$ cat config.mk
export PLATFORM = sky130hd
export DESIGN_NAME = fp_norm_round
export DESIGN_NICKNAME = d
export VERILOG_FILES = /design/src/rtl/fp_norm_round.sv
export SDC_FILE = /design/constraint.sdc
export NUM_CORES = 1
export LEC_CHECK = 0
export CAP_MARGIN = 5
export CELL_PAD_IN_SITES_DETAIL_PLACEMENT = 1
export CELL_PAD_IN_SITES_GLOBAL_PLACEMENT = 1
export CORE_UTILIZATION = 43
export CTS_CLUSTER_SIZE = 24
export DETAILED_ROUTE_END_ITERATION = 16
export PLACE_DENSITY_LB_ADDON = 0.25
export REMOVE_ABC_BUFFERS = 1
export SETUP_SLACK_MARGIN = 0.1
export SLEW_MARGIN = 20
export SYNTH_ARGS = -nofsm -noshare
export SYNTH_HDL_FRONTEND = slang
export SYNTH_SLANG_ARGS = --single-unit
$ cat constraint.sdc
create_clock -name clk -period 4.15 [get_ports clk]
set_input_delay 0.83 -clock clk [delete_from_list [all_inputs] [get_ports clk]]
set_output_delay 0.83 -clock clk [all_outputs]
set_load 0.01 [all_outputs]
$ cat src/rtl/fp_norm_round.sv
// fp_norm_round -- normalize and round stage of a single-precision FP adder.
//
// Takes the 33-bit mantissa magnitude M = {cout, sum} (binary point below
// bit 30), the biased exponent and sign of the aligned operands, and produces
// a packed IEEE-754 single with round-to-nearest-even. Denormals are not
// produced: underflow flushes to signed zero, overflow saturates to infinity.
//
// Pipeline (no backpressure, one input per cycle, three register stages):
//   stage 1: register M, E, S, valid and k = leading-one position of M
//   stage 2: shift M so the leading one sits at bit 30, adjust exponent,
//            collect right-shifted-out bits into sticky
//   stage 3: round to nearest even, detect overflow/underflow/zero
//
// Ports:
//   clk       in   rising-edge clock
//   clear     in   synchronous active-high reset, empties the pipeline
//   in_valid  in   sum/cout/E/S hold a result from the mantissa adder
//   sum       in   32-bit mantissa magnitude (bit 30 = weight 1.0)
//   cout      in   carry-out of the mantissa add (bit 32 of M)
//   E         in   8-bit biased exponent
//   S         in   result sign
//   out_valid out  result and flags hold a valid single
//   result    out  {sign, exp[7:0], frac[22:0]}, 0 when out_valid is low
//   ovf       out  exponent overflow, result is signed infinity
//   unf       out  exponent underflow, result is signed zero
//   zero      out  M was zero, result is +0
module fp_norm_round (
  input  logic        clk,
  input  logic        clear,
  input  logic        in_valid,
  input  logic [31:0] sum,
  input  logic        cout,
  input  logic [7:0]  E,
  input  logic        S,
  output logic        out_valid,
  output logic [31:0] result,
  output logic        ovf,
  output logic        unf,
  output logic        zero
);

  // ---------------------------------------------------------------- stage 1
  logic [32:0] m_in;
  logic [5:0]  lead_k;

  assign m_in = {cout, sum};

  // Highest set bit wins; M = 0 leaves k = 0, which is harmless because the
  // zero flag overrides everything downstream.
  always_comb begin
    lead_k = 6'd0;
    for (int i = 0; i < 33; i++) begin
      if (m_in[i]) lead_k = 6'(i);
    end
  end

  logic        v1_reg;
  logic [32:0] m1_reg;
  logic [7:0]  e1_reg;
  logic        s1_reg;
  logic [5:0]  k1_reg;

  always_ff @(posedge clk) begin
    if (clear) begin
      v1_reg <= 1'b0;
      m1_reg <= '0;
      e1_reg <= '0;
      s1_reg <= 1'b0;
      k1_reg <= '0;
    end else begin
      v1_reg <= in_valid;
      m1_reg <= m_in;
      e1_reg <= E;
      s1_reg <= S;
      k1_reg <= lead_k;
    end
  end

  // ---------------------------------------------------------------- stage 2
  logic [32:0]       n_next;
  logic              sticky_next;
  logic signed [9:0] exp2_next;
  logic [5:0]        lsh;

  // Exponent is carried as 10-bit signed so E+2 and E-30 never wrap.
  always_comb begin
    n_next      = m1_reg;
    sticky_next = 1'b0;
    exp2_next   = $signed({2'b00, e1_reg});
    lsh         = 6'd0;
    if (k1_reg == 6'd32) begin
      n_next      = m1_reg >> 2;
      sticky_next = |m1_reg[1:0];
      exp2_next   = $signed({2'b00, e1_reg}) + 10'sd2;
    end else if (k1_reg == 6'd31) begin
      n_next      = m1_reg >> 1;
      sticky_next = m1_reg[0];
      exp2_next   = $signed({2'b00, e1_reg}) + 10'sd1;
    end else if (k1_reg < 6'd30) begin
      lsh       = 6'd30 - k1_reg;
      n_next    = m1_reg << lsh;
      exp2_next = $signed({2'b00, e1_reg}) - $signed({4'b0000, lsh});
    end
  end

  logic              v2_reg;
  logic [29:0]       n2_reg;     // bits below the hidden one
  logic              sticky2_reg;
  logic signed [9:0] exp2_reg;
  logic              s2_reg;
  logic              zero2_reg;

  always_ff @(posedge clk) begin
    if (clear) begin
      v2_reg      <= 1'b0;
      n2_reg      <= '0;
      sticky2_reg <= 1'b0;
      exp2_reg    <= '0;
      s2_reg      <= 1'b0;
      zero2_reg   <= 1'b0;
    end else begin
      v2_reg      <= v1_reg;
      n2_reg      <= n_next[29:0];
      sticky2_reg <= sticky_next;
      exp2_reg    <= exp2_next;
      s2_reg      <= s1_reg;
      zero2_reg   <= (m1_reg == 33'd0);
    end
  end

  // ---------------------------------------------------------------- stage 3
  logic [22:0]       frac;
  logic              guard;
  logic              sticky_all;
  logic              round_inc;
  logic [23:0]       frac_rnd;
  logic signed [9:0] exp3;
  logic              out_valid_next;
  logic [31:0]       result_next;
  logic              ovf_next;
  logic              unf_next;
  logic              zero_next;

  assign frac       = n2_reg[29:7];
  assign guard      = n2_reg[6];
  assign sticky_all = sticky2_reg | (|n2_reg[5:0]);
  // Ties (guard set, nothing below) round up only when the lsb is odd.
  assign round_inc  = guard & (sticky_all | n2_reg[7]);
  assign frac_rnd   = {1'b0, frac} + {23'd0, round_inc};
  // An all-ones fraction rolling over leaves frac_rnd[22:0] = 0 and bumps
  // the exponent by one.
  assign exp3       = exp2_reg + $signed({9'd0, frac_rnd[23]});

  always_comb begin
    out_valid_next = v2_reg;
    result_next    = 32'h0;
    ovf_next       = 1'b0;
    unf_next       = 1'b0;
    zero_next      = 1'b0;
    if (v2_reg) begin
      if (zero2_reg) begin
        zero_next = 1'b1;
      end else if (exp3 >= 10'sd255) begin
        ovf_next    = 1'b1;
        result_next = {s2_reg, 8'hFF, 23'h0};
      end else if (exp3 <= 10'sd0) begin
        unf_next    = 1'b1;
        result_next = {s2_reg, 31'h0};
      end else begin
        result_next = {s2_reg, exp3[7:0], frac_rnd[22:0]};
      end
    end
  end

  always_ff @(posedge clk) begin
    if (clear) begin
      out_valid <= 1'b0;
      result    <= 32'h0;
      ovf       <= 1'b0;
      unf       <= 1'b0;
      zero      <= 1'b0;
    end else begin
      out_valid <= out_valid_next;
      result    <= result_next;
      ovf       <= ovf_next;
      unf       <= unf_next;
      zero      <= zero_next;
    end
  end

endmodule

==> impl_metrics.csv <==
group,metric,value,unit
outcome,outcome,"finished clean",
floorplan,dieArea,17500,µm²
sta,rsz0062_at_grt,"false",
synthesis,yosysWarnings,0,
drt,drtIter0Drc,517,
sta,hold_viol,0,
placement,portBuffers,80,
sta,period_needed,3630,ps
finish,layout.nets,987,
synthesis,avgSynthCellArea,8.48,µm²
finish,stdcell_area,8870,µm²
finish,regArea,2560,µm²
sta,fin_crit_sh,0.874,
grt,antenna_found_initial,2,
synthesis,yosysMostFrequentCell,"dfxtp_1",
drt,wl_per_cell,20.8,µm
sta,worst-slew-pin-transition,842,ps
finish,syn2layout_area_growth,21.6,%
floorplan,ioPinCount,81,
finish,largest_register_ff_count,33,
synthesis,ys_types,64,
clock_network,root_buffer,"clkbuf_16",
power_and_ir_drop,power_density,388,nW/µm²
clock_network,cts_tree,"done",
power_and_ir_drop,p_leak,0.00332,µW
clock_network,cts_hold_buffers,0,
finish,fill_cells,1960,
placement,dpl.hpwl,17.7,mm
sta,worst_slack,523,ps
clock_network,clk_pin_slew_worst_paths,60,ps
drt,first_pass_iters,5,
synthesis,synth_edf_count,0,
worst_setup_path,cp.required,4500,ps
synthesis,netlist_top_cells_count,"dfxtp_1 (128), nor2_1 (91), nand2_1 (60)",
clock_network,cts_max_level,4,
clock_network,cts_made_buffers,17,
worst_setup_path,startpoint_type,"register",
grt,grt_pass1_vias,7021,
grt,overflow,0,
grt,grt_pass1_wl,38.6,mm
floorplan,fp.dieW,132,µm
clock_network,cts_setup_buffers,0,
synthesis,netlist_instances,860,
placement,place_area,8270,µm²
grt,grt.total_usage,0.283,
worst_setup_path,rr_startpoint,"n2_reg[13]$_SDFF_PP0_",
sta,final_max_slew_viol_count,0,
drt,via_per_inst,6.04,
sta,fmax,276,MHz
placement,gp_congestion,0.927,
grt,grt_max_degree,45,
sta,setup_violations,0,
min_path,hp-start,"s1_reg$_SDFF_PP0_",
clock_network,clk_path_buf_depth,2,
synthesis,synth_seq_area_share,0.352,
synthesis,synth.top_cells.by_area,"dfxtp_1 (35%), mux2_2 (5.1%), nor2_1 (4.7%), mux2i_1 (4.5%), nor2b_1 (4.0%)",
worst_setup_path,startpoint,"n2_reg[13]$_SDFF_PP0_",
synthesis,yosys.area.top_type,"dfxtp_1",
clock_network,clk_latency,430,ps
floorplan,num_rows,47,
run,max-cap-violations,0,
placement,pre_cts_ws,562,ps
worst_setup_path,criticalPathCategory,"reg -> reg",
synthesis,syn_area,7290,µm²
worst_setup_path,cp_max_fo,23,
clock_network,clkSinkCount,128,
drt,drc,0,
floorplan,fp.coreArea,16600,µm²
power_and_ir_drop,vdd_drop_max,292,µV
synthesis,ys_async_sr_fraction,0,
floorplan,initial_utilization,0.440,
min_path,hold_class,"reg -> reg",
sta,finalClockSkew,12.3,ps
finish,drive_above_1_share,0.114,
sta,timing.slew.headroom,0.438,
synthesis,netlist.area_leader.share,0.352,
drt,drt_wl_total,24.1,mm
floorplan,die_y,132,µm
finish,multiInputGateArea,4380,µm²
synthesis,synthFlopType,"dfxtp_1",
drt,ant_nets,0,
clock_network,cts_resized,0,
synthesis,ys_ff_latch,128,
worst_setup_path,crit_path_end_kind,"register",
drt,vias,7007,
worst_setup_path,arrival,3980,ps
==> final timing paths <==
check                           to  slack, ps  depth (start not counted)
min              s2_reg$_SDFF_PP0_        440                          1
min reg2reg      s2_reg$_SDFF_PP0_        440                          1
max reg2reg  result[11]$_SDFF_PP0_        520                         12
max          result[11]$_SDFF_PP0_        520                         12
==> per-layer routing <==
layer	vias up	GRT usage	wire, µm
met2	295	0.471	11400
met1	3404	0.369	10600
met5	-	0	0
met4	0	0.0913	523
li1	3268	-	-
met3	40	0.0554	1550
==> cell usage in the layout (no fill, tap or decap), drive strengths merged, types with 7 or more instances in the layout <==
cell type      instances
inv                   31
nand4                  9
o22ai                 13
nor2                  91
nor2b                 47
nand2                 60
dfxtp                128
nor3                  24
mux2                  33
ha                    14
mux4                   8
o211ai                17
nor4                  15
buf                   23
xnor2                 15
xor2                  23
o221ai                 9
nand3                 44
o21ai                 31
clkbuf                19
and3                  12
and2                   7
a221oi                19
clkdlybuf4s50         79
a21oi                 53
mux2i                 33
==> power breakdown <==
group	switching (µW)	total (µW)	internal, µW	leakage, µW
clock	592	1500	910	0.000290
combinational	316	565	250	0.00198
sequential	82.4	1370	1290	0.00105
total	990	3440	2450	0.00332
==> critical path: stages, from the launching register on <==
cell and delay, ps:
dfxtp_1 390, and3_1 230, nand3_1 150, nor3_1 530, and3_1 260, ha_1 200
ha_1 270, and4_1 300, nand4_1 140, xor2_1 290, o41ai_2 140, a211o_2 480
nor2_1 170
==> per-stage QoR <==
step	instances	util	TNS, ps	hold slack (ps)	total power (µW)
4_1_cts	1160	0.535	0	449	3450
3_3_place_gp	1128	0.499	0	418	1920
3_5_place_dp	1128	0.499	0	434	1940
2_1_floorplan	806	-	-3890	406	1710
6_report	1161	0.535	0	439	3440
5_1_grt	1160	0.535	0	463	3580
==> logic make-up after synthesis <==
family          count (synthesis)  share of synthesized area
buf+inv                        79                     0.0484
mux                            74                      0.121
simple gates                  333                      0.227
fa+ha+maj                      15                     0.0268
compound gates                193                      0.179
xor+xnor                       38                     0.0467
flops                         128                      0.352
==> layout make-up <==
| type | instances | share of cell area |
|---|---|---|
| inverters | 25 | 0.0106 |
| well taps | 220 | 0.0310 |
| clock inverters | 13 | 0.0167 |
| diodes | 1 | 0.000282 |
| flip-flops and latches | 128 | 0.289 |
| multi-input cells | 653 | 0.494 |
| clock buffers | 19 | 0.0500 |
| repair buffers | 102 | 0.108 |
No activity file was read; power rests on OpenSTA's default activity.
